[src/rtl/irq_pkg.sv]
// ---------------------------------------------------------------------------
// irq_pkg
// Shared definitions for the eight-line interrupt front end:
//   IRQ_W       - number of request lines
//   ID_W        - width of an encoded request index
//   irq_state_t - presentation state (idle / presenting an index)
// ---------------------------------------------------------------------------
package irq_pkg;

    localparam int IRQ_W = 8;
    localparam int ID_W  = 3;

    typedef enum logic {
        IRQ_IDLE    = 1'b0,
        IRQ_PRESENT = 1'b1
    } irq_state_t;

endpackage : irq_pkg

[src/rtl/priority_enc8_3.sv]
// ---------------------------------------------------------------------------
// priority_enc8_3
// Eight-to-three priority encoder. Bit 7 has the highest priority.
// Ports:
//   d - request vector
//   y - index of the highest set bit in d (0 when d is all zero; callers
//       qualify y with their own "any bit set" flag)
// ---------------------------------------------------------------------------
module priority_enc8_3
    import irq_pkg::*;
(
    input  logic [IRQ_W-1:0] d,
    output logic [ID_W-1:0]  y
);

    // Scanning upward lets later (higher) bits overwrite lower ones, so the
    // last hit is the highest-priority request.
    always_comb begin
        y = '0;
        for (int i = 0; i < IRQ_W; i++) begin
            if (d[i]) begin
                y = ID_W'(i);
            end
        end
    end

endmodule : priority_enc8_3

[src/rtl/irq_ctrl8.sv]
// ---------------------------------------------------------------------------
// irq_ctrl8
// Eight-line interrupt front end. Request lines are synchronised, turned into
// pending bits (edge or level mode), filtered by an enable mask, and the
// highest-priority eligible index is presented over a valid/ack handshake.
// Parameters:
//   EDGE_MODE - 1: a rising edge sets pending; 0: a high level sets pending
//   MASK_RST  - reset value of the enable mask (1 = enabled)
// Ports:
//   clk       - clock, rising edge
//   rst       - asynchronous active-high reset
//   irq_in    - raw request lines, asynchronous to clk
//   mask_wr   - load mask_in into the mask register
//   mask_in   - new mask value
//   irq_ack   - consumer acknowledge, honoured only while irq_valid is high
//   irq_valid - an index is being presented
//   irq_id    - presented index, frozen while irq_valid is high
//   pending   - pending register readback
//   mask      - mask register readback
// ---------------------------------------------------------------------------
module irq_ctrl8
    import irq_pkg::*;
#(
    parameter int               EDGE_MODE = 1,
    parameter logic [IRQ_W-1:0] MASK_RST  = 8'hFF
)
(
    input  logic             clk,
    input  logic             rst,
    input  logic [IRQ_W-1:0] irq_in,
    input  logic             mask_wr,
    input  logic [IRQ_W-1:0] mask_in,
    input  logic             irq_ack,
    output logic             irq_valid,
    output logic [ID_W-1:0]  irq_id,
    output logic [IRQ_W-1:0] pending,
    output logic [IRQ_W-1:0] mask
);

    logic [IRQ_W-1:0] s1;
    logic [IRQ_W-1:0] s2;
    logic [IRQ_W-1:0] set;
    logic [IRQ_W-1:0] clr;
    logic [IRQ_W-1:0] eligible;
    logic             any;
    logic [ID_W-1:0]  enc_y;
    irq_state_t       state;
    irq_state_t       state_next;
    logic             id_load;
    logic             ack_take;

    // Two-flop synchroniser; s2 doubles as the previous sample for edge detection.
    always_ff @(posedge clk or posedge rst) begin
        if (rst) begin
            s1 <= '0;
            s2 <= '0;
        end else begin
            s1 <= irq_in;
            s2 <= s1;
        end
    end

    assign set = (EDGE_MODE != 0) ? (s1 & ~s2) : s1;

    // Clearing uses the frozen presented index, not the live encoder output,
    // so a newly arrived higher-priority bit can never be cleared by mistake.
    assign clr = ack_take ? (IRQ_W'(1) << irq_id) : '0;

    // Set is OR'd in after the clear so a fresh event coinciding with the ack
    // of the same line survives.
    always_ff @(posedge clk or posedge rst) begin
        if (rst) begin
            pending <= '0;
        end else begin
            pending <= (pending & ~clr) | set;
        end
    end

    always_ff @(posedge clk or posedge rst) begin
        if (rst) begin
            mask <= MASK_RST;
        end else if (mask_wr) begin
            mask <= mask_in;
        end
    end

    assign eligible = pending & mask;
    assign any      = |eligible;

    priority_enc8_3 u_enc (
        .d (eligible),
        .y (enc_y)
    );

    always_ff @(posedge clk or posedge rst) begin
        if (rst) begin
            state  <= IRQ_IDLE;
            irq_id <= '0;
        end else begin
            state <= state_next;
            if (id_load) begin
                irq_id <= enc_y;
            end
        end
    end

    // Once presenting, only an ack leaves the state: neither new arrivals nor
    // mask writes disturb the presented index.
    always_comb begin
        state_next = state;
        id_load    = 1'b0;
        ack_take   = 1'b0;
        case (state)
            IRQ_IDLE: begin
                if (any) begin
                    state_next = IRQ_PRESENT;
                    id_load    = 1'b1;
                end
            end
            IRQ_PRESENT: begin
                if (irq_ack) begin
                    state_next = IRQ_IDLE;
                    ack_take   = 1'b1;
                end
            end
            default: begin
                state_next = IRQ_IDLE;
            end
        endcase
    end

    assign irq_valid = (state == IRQ_PRESENT);

endmodule : irq_ctrl8

[config.mk]
export PLATFORM = sky130hd
export DESIGN_NAME = irq_ctrl8
export DESIGN_NICKNAME = d
export VERILOG_FILES = /design/src/rtl/irq_pkg.sv /design/src/rtl/priority_enc8_3.sv /design/src/rtl/irq_ctrl8.sv
export SDC_FILE = /design/constraint.sdc
export NUM_CORES = 1
export LEC_CHECK = 0
export CAP_MARGIN = 0
export CORE_UTILIZATION = 48
export DETAILED_ROUTE_END_ITERATION = 8
export PLACE_DENSITY = 0.89
export RECOVER_POWER = 50
export SLEW_MARGIN = 30
export SYNTH_ARGS = -nofsm -noshare
export SYNTH_HDL_FRONTEND = slang
export SYNTH_SLANG_ARGS = --single-unit
[constraint.sdc]
create_clock -name clk -period 2.48 [get_ports clk]
set_input_delay 0.496 -clock clk [delete_from_list [all_inputs] [get_ports clk]]
set_output_delay 0.496 -clock clk [all_outputs]
set_load 0.01 [all_outputs]
==> summary.md <==
| Metric | Value |
|---|---|
| Routed len/inst | `14.6 microns` |
| Port buffer count | `39` |
| Area leader, netlist | `dfrtp_1` |
| Post-Place Setup Slack | `0.809 ns` |
| Core area | `2500 sq um` |
| Status | `completed` |
| First-pass GRT wire length | `4.08 mm` |
| Most frequent cell after synthesis | `dfrtp_1` |
| Final setup skew | `0.0106 ns` |
| Crit-path max FO | `4` |
| Area of the multi-input gates | `340 sq um` |
| Pwr/cell area | `892 nW/um^2` |
| Setup TNS Final | `0 ns` |
| Final #Nets | `163` |
| Post-DRT Antenna Nets | `0` |
| Number of global-route vias before repair | `956` |
| Root buffer cell | `clkbuf_4` |
| N_diodes | `0` |
| Post-Layout Cell Count | `173` |
| Vias | `929` |
| Final worst slack | `0.515 ns` |
| Delay of the slowest critical-path stage | `0.57 ns` |
| Synthesized flop and latch total | `36` |
| Layout cells sized above 1 | `0.182` |
| Post-CTS sizing | `0` |
| CP top delay family | `flip-flops` |
| Synth-to-layout area growth | `38.2%` |
| Synth top area cells | `dfrtp_1 (54%), dfstp_2 (16%), mux2_2 (7.0%), o21ai_0 (6.2%), inv_1 (2.9%)` |
| Lkg Pwr | `0.770 nW` |
| Die width | `53.9 microns` |
| Fillers | `194` |
| CTS sink cnt | `36` |
| Top cell type's share of synthesized area | `0.542` |
| CP bufs+invs | `1` |
| Routability cong. | `0.833` |
| Die area | `2900 sq um` |
| Post-synth top flop | `dfrtp_1` |
| Register area | `911 sq um` |
| Ys async rst share | `1.00` |
| Arrival time worst endpoint | `1.47 ns` |
| Core Util, Final | `0.715` |
| Critical path class | `register to primary output` |
| Yosys cell types | `20` |
| RSZ-0062 raised after global routing | `no` |
| Hold buffers post-CTS | `0` |
| Final hold viol count | `0` |
| Mapped cell area | `1290 sq um` |
| Most common library cells after synthesis | `dfrtp_1 (28), o21ai_0 (16), inv_1 (10)` |
| Part of the cycle the worst path needs | `0.793` |
| Initial Util | `0.517` |
| Seq/Total Area, Yosys | `0.705` |
| HP Class | `register to register` |
| CTS clk-pin slew, worst paths | `0.10 ns` |
| Htree depth | `2` |
| DRC | `0` |
| Clock buffer depth | `2` |
| Placed cells | `166` |
| Ys Warns | `0` |
| Critical path, cell by cell | `clkdlybuf4s50_1` |
| CP Launch Type | `register` |
| Worst VDD drop | `0.562 mV` |
| Worst setup EP type | `primary output` |
| Worst endpoint required time | `1.98 ns` |
| Mean Syn Cell Area | `13.3 sq um` |
| Grt ovf | `0` |
| I/O pin count | `40` |
| GRT Util Overall | `0.213` |
| Cts bufs inserted | `5` |
| Post-Syn Nets | `117` |
| Site Rows | `18` |
| Least-Margin Pin Slew | `0.849 ns` |
| Post-CTS Setup Inserts | `0` |
| Setup violators final | `0` |
| Synthesized instance count | `97` |
| DP Wirelength | `1.85 mm` |
| Initial antenna violation count | `0` |
| DRT iter0 DRCs | `7` |
| Via/cell ratio | `5.37` |
| TritonCTS clock tree | `yes` |
| Drt total wl | `2.52 mm` |
| Number of flops mapped to enable cells by yosys | `0` |
| Clk Latency, worst-skew pair | `0.34 ns` |
| Max-Cap Viols | `0` |
| First drt pass iteration count | `4` |
| Slew HR | `0.434` |
| Largest net degree at the start of global routing | `37` |
| Final-report max-slew violation count | `0` |
| Minimum clock period | `1.97 ns` |
| F_max | `509 MHz` |
| Slowest stage cell, crit path | `dfstp_2` |
| Die height | `53.9 microns` |
flip-flops by register name, indices dropped and copies added (netlist names):
register   flops
pending        8
irq_valid      1
s2             8
mask           8
s1             8
irq_id         3
metal layers:
metal | track usage | share of wire | routed length, microns
met3 | 0.0904 | 0.062 | 157
met2 | 0.354 | 0.53 | 1330
met4 | 0.0877 | 0.011 | 28
met1 | 0.238 | 0.40 | 1000
met5 | 0 | 0 | 0
cell families (layout without fill, tap and decap cells):
family / count (synthesis) / in the layout / share of synthesized area
mux: 10 / 10 / 0.0871
buf+inv: 11 / 57 / 0.0319
compound gates: 25 / 25 / 0.118
flops: 36 / 36 / 0.705
simple gates: 15 / 15 / 0.0581
stage by stage:
stage | hold slack [ns] | total power (W) | area (sq um)
6_report | 0.383 | 0.00159 | 1790
5_1_grt | 0.396 | 0.00169 | 1790
4_1_cts | 0.388 | 0.00161 | 1790
3_5_place_dp | 0.364 | 0.00127 | 1720
3_3_place_gp | 0.359 | 0.00124 | 1720
2_1_floorplan | 0.354 | 0.000998 | 1290
layout make-up:
cell class | count | area share
multi-input combinational | 50 | 0.190
sequential | 36 | 0.510
tap | 30 | 0.0210
timing repair buffer | 40 | 0.221
inverter | 10 | 0.0210
clock buffer | 7 | 0.0364
final timing paths:
path,startpoint,to,slack [ns],cells past startpoint
worst max register to register,mask[5],irq_id[1],0.84,4
min in group asynchronous,rst,pending[0],0.84,3
worst min-delay path,s1[7],s2[7],0.38,0
max in group asynchronous,rst,pending[1],1.11,3
worst max-delay path,mask[2],mask[2],0.51,1
worst min register to register,s1[7],s2[7],0.38,0
power breakdown:
part	total (W)	switching, W	leakage, nW	internal, W
Sequential	0.000801	0.000105	0.389	0.000695
Combinational	0.000453	0.000194	0.344	0.000258
Clock	0.000341	0.000180	0.0374	0.000161
Total	0.00159	0.000480	0.770	0.00111
cell usage in the layout (no fill, tap or decap), drive strengths merged, types with 2 or more instances in the layout:
cell type / Yosys / routed
nand2b: 2 / 2
mux2: 10 / 10
dfrtp: 28 / 28
dfstp: 8 / 8
inv: 10 / 10
o21ai: 16 / 16
o31ai: 2 / 2
clkdlybuf4s50: 0 / 30
nand3: 2 / 2
dlygate4sd3: 0 / 9
nand2: 8 / 8
o211ai: 2 / 2
clkbuf: 1 / 8
worst register-to-register path, stage by stage (launching register included):
cell and delay, ns:
dfstp_2 0.57, a22o_1 0.18, and3b_1 0.21, a21oi_2 0.21, mux2_1 0.35
No activity file was read; power rests on OpenSTA's default activity.
==> RTL edit, RTL diff (same flow settings) <==
Register the output `irq_valid`; this adds one clock of latency there. The other outputs are not delayed to match.
--- a/src/rtl/irq_ctrl8.sv
+++ b/src/rtl/irq_ctrl8.sv
@@ -130,5 +130,7 @@
     end
 
-    assign irq_valid = (state == IRQ_PRESENT);
+    always_ff @(posedge clk) begin
+        irq_valid <= (state == IRQ_PRESENT);
+    end
 
 endmodule : irq_ctrl8
Check against the original RTL: not equivalent (a bounded check fails within 4 cycles, from zero or initial values and one cycle with rst high).
==> RTL edit against the original RTL <==
Final area is 2.5% higher; worst setup slack improved by 0.031 ns; wire length down 7.1%; non-clock buffer count unchanged; sequential cell count up 1; via count shrank 3.9%; area after synthesis rose by 1.5%; power increased by 6.6%.
==> RTL edit: results (changes against the original RTL) <==
* Routability cong. at 0.803 (-3.6%)
* WL met2 at 1.23 mm (-7.5%)
* ANT cells at 0 (unchanged)
* Synth unique cells at 21 (+5.0%)
* Hold WS at 0.386 ns (+0.00269 ns)
* Async SR Flop Fraction at 0.973 (-0.0270)
* Synth Instances at 98 (+1.0%)
* WL met1 at 1.01 mm (+0.80%)
* Slew HR at 0.443 (+0.00879)
* CP endpoint: mask[5]
* Synth Area in Compound Gates at 0.116 (-0.00180)
* Register area share after synthesis at 0.709 (+0.00450)
* Vias in the first global route at 962 (+0.63%)
* Synthesized Nets at 118 (+0.85%)
* Run status: finished clean
* Wire per inst at 13.4 um (-8.2%)
* Peak supply drop at 0.659 mV (+17%)
* Non-filler instance count after layout at 175 (+1.2%)
* Met3 WL at 97 um (-38%)
* Adder-cell share of the synthesized area at 0 (unchanged)
* Global Route Usage Sum at 0.194 (-0.0191)
* Area after DPL at 1740 um^2 (+1.2%)
* Nets at 164 (+0.61%)
* Clock skew at 0.00770 ns (-0.00287 ns)
* Top Layer Used: met3
* Reg-to-reg slack, setup at 0.91 ns (+0.07 ns)
* Synth Warn # at 0 (unchanged)
* Largest cells by area after synthesis: dfrtp_1 (53%), dfstp_2 (16%), mux2_2 (6.9%), o21ai_0 (6.1%), inv_1 (2.9%)
* Pleak at 0.785 nW (+2.0%)
* Crit path DAT at 1.44 ns (-0.03 ns)
* Fraction of synthesized area in multiplexers at 0.0858 (-0.00133)
* Placed Cells at 167 (+0.60%)
* Insertion delay to the later sink of the worst-skew pair at 0.32 ns (-0.02 ns)
* R2R Path End: irq_id[0]
* First-pass GRT wire length at 3.92 mm (-4.0%)
* Via density at 5.10 (-5.0%)
* Layout cell share with drive strength beyond 1 at 0.186 (+0.00439)
* Initial DRC count at 9 (+2)
* Placement Setup Slack at 0.813 ns (+0.00340 ns)
-- RTL edit: where the power goes --
part / internal (mW) / switching (mW) / leakage (nW)
sequential: 0.720 / 0.111 / 0.397
clock: 0.240 / 0.186 / 0.0445
combinational: 0.258 / 0.185 / 0.344
-- RTL edit: routing by layer --
layer | vias to the layer above | track usage
met2 | 27 | 0.346
li1 | 429 | -
met1 | 437 | 0.225
met5 | - | 0
met4 | 0 | 0.0641
met3 | 0 | 0.0500
-- RTL edit: logic make-up (layout without fill, tap and decap cells) --
| group | Yosys count | count (layout) |
|---|---|---|
| AOI/OAI and AO/OA | 25 | 25 |
| buffers and inverters | 11 | 58 |
| DFF | 37 | 37 |
| muxes | 10 | 10 |
| and+or+nand+nor | 15 | 15 |
-- RTL edit: cell type report --
class	instances	area, um^2
Fill cell	174	692
Inverter	10	37.5
Timing Repair Buffer	40	395
Tap cell	30	37.5
Sequential cell	37	931
Clock buffer	6	51.3
Clock inverter	2	37.5
Multi-Input combinational cell	50	340
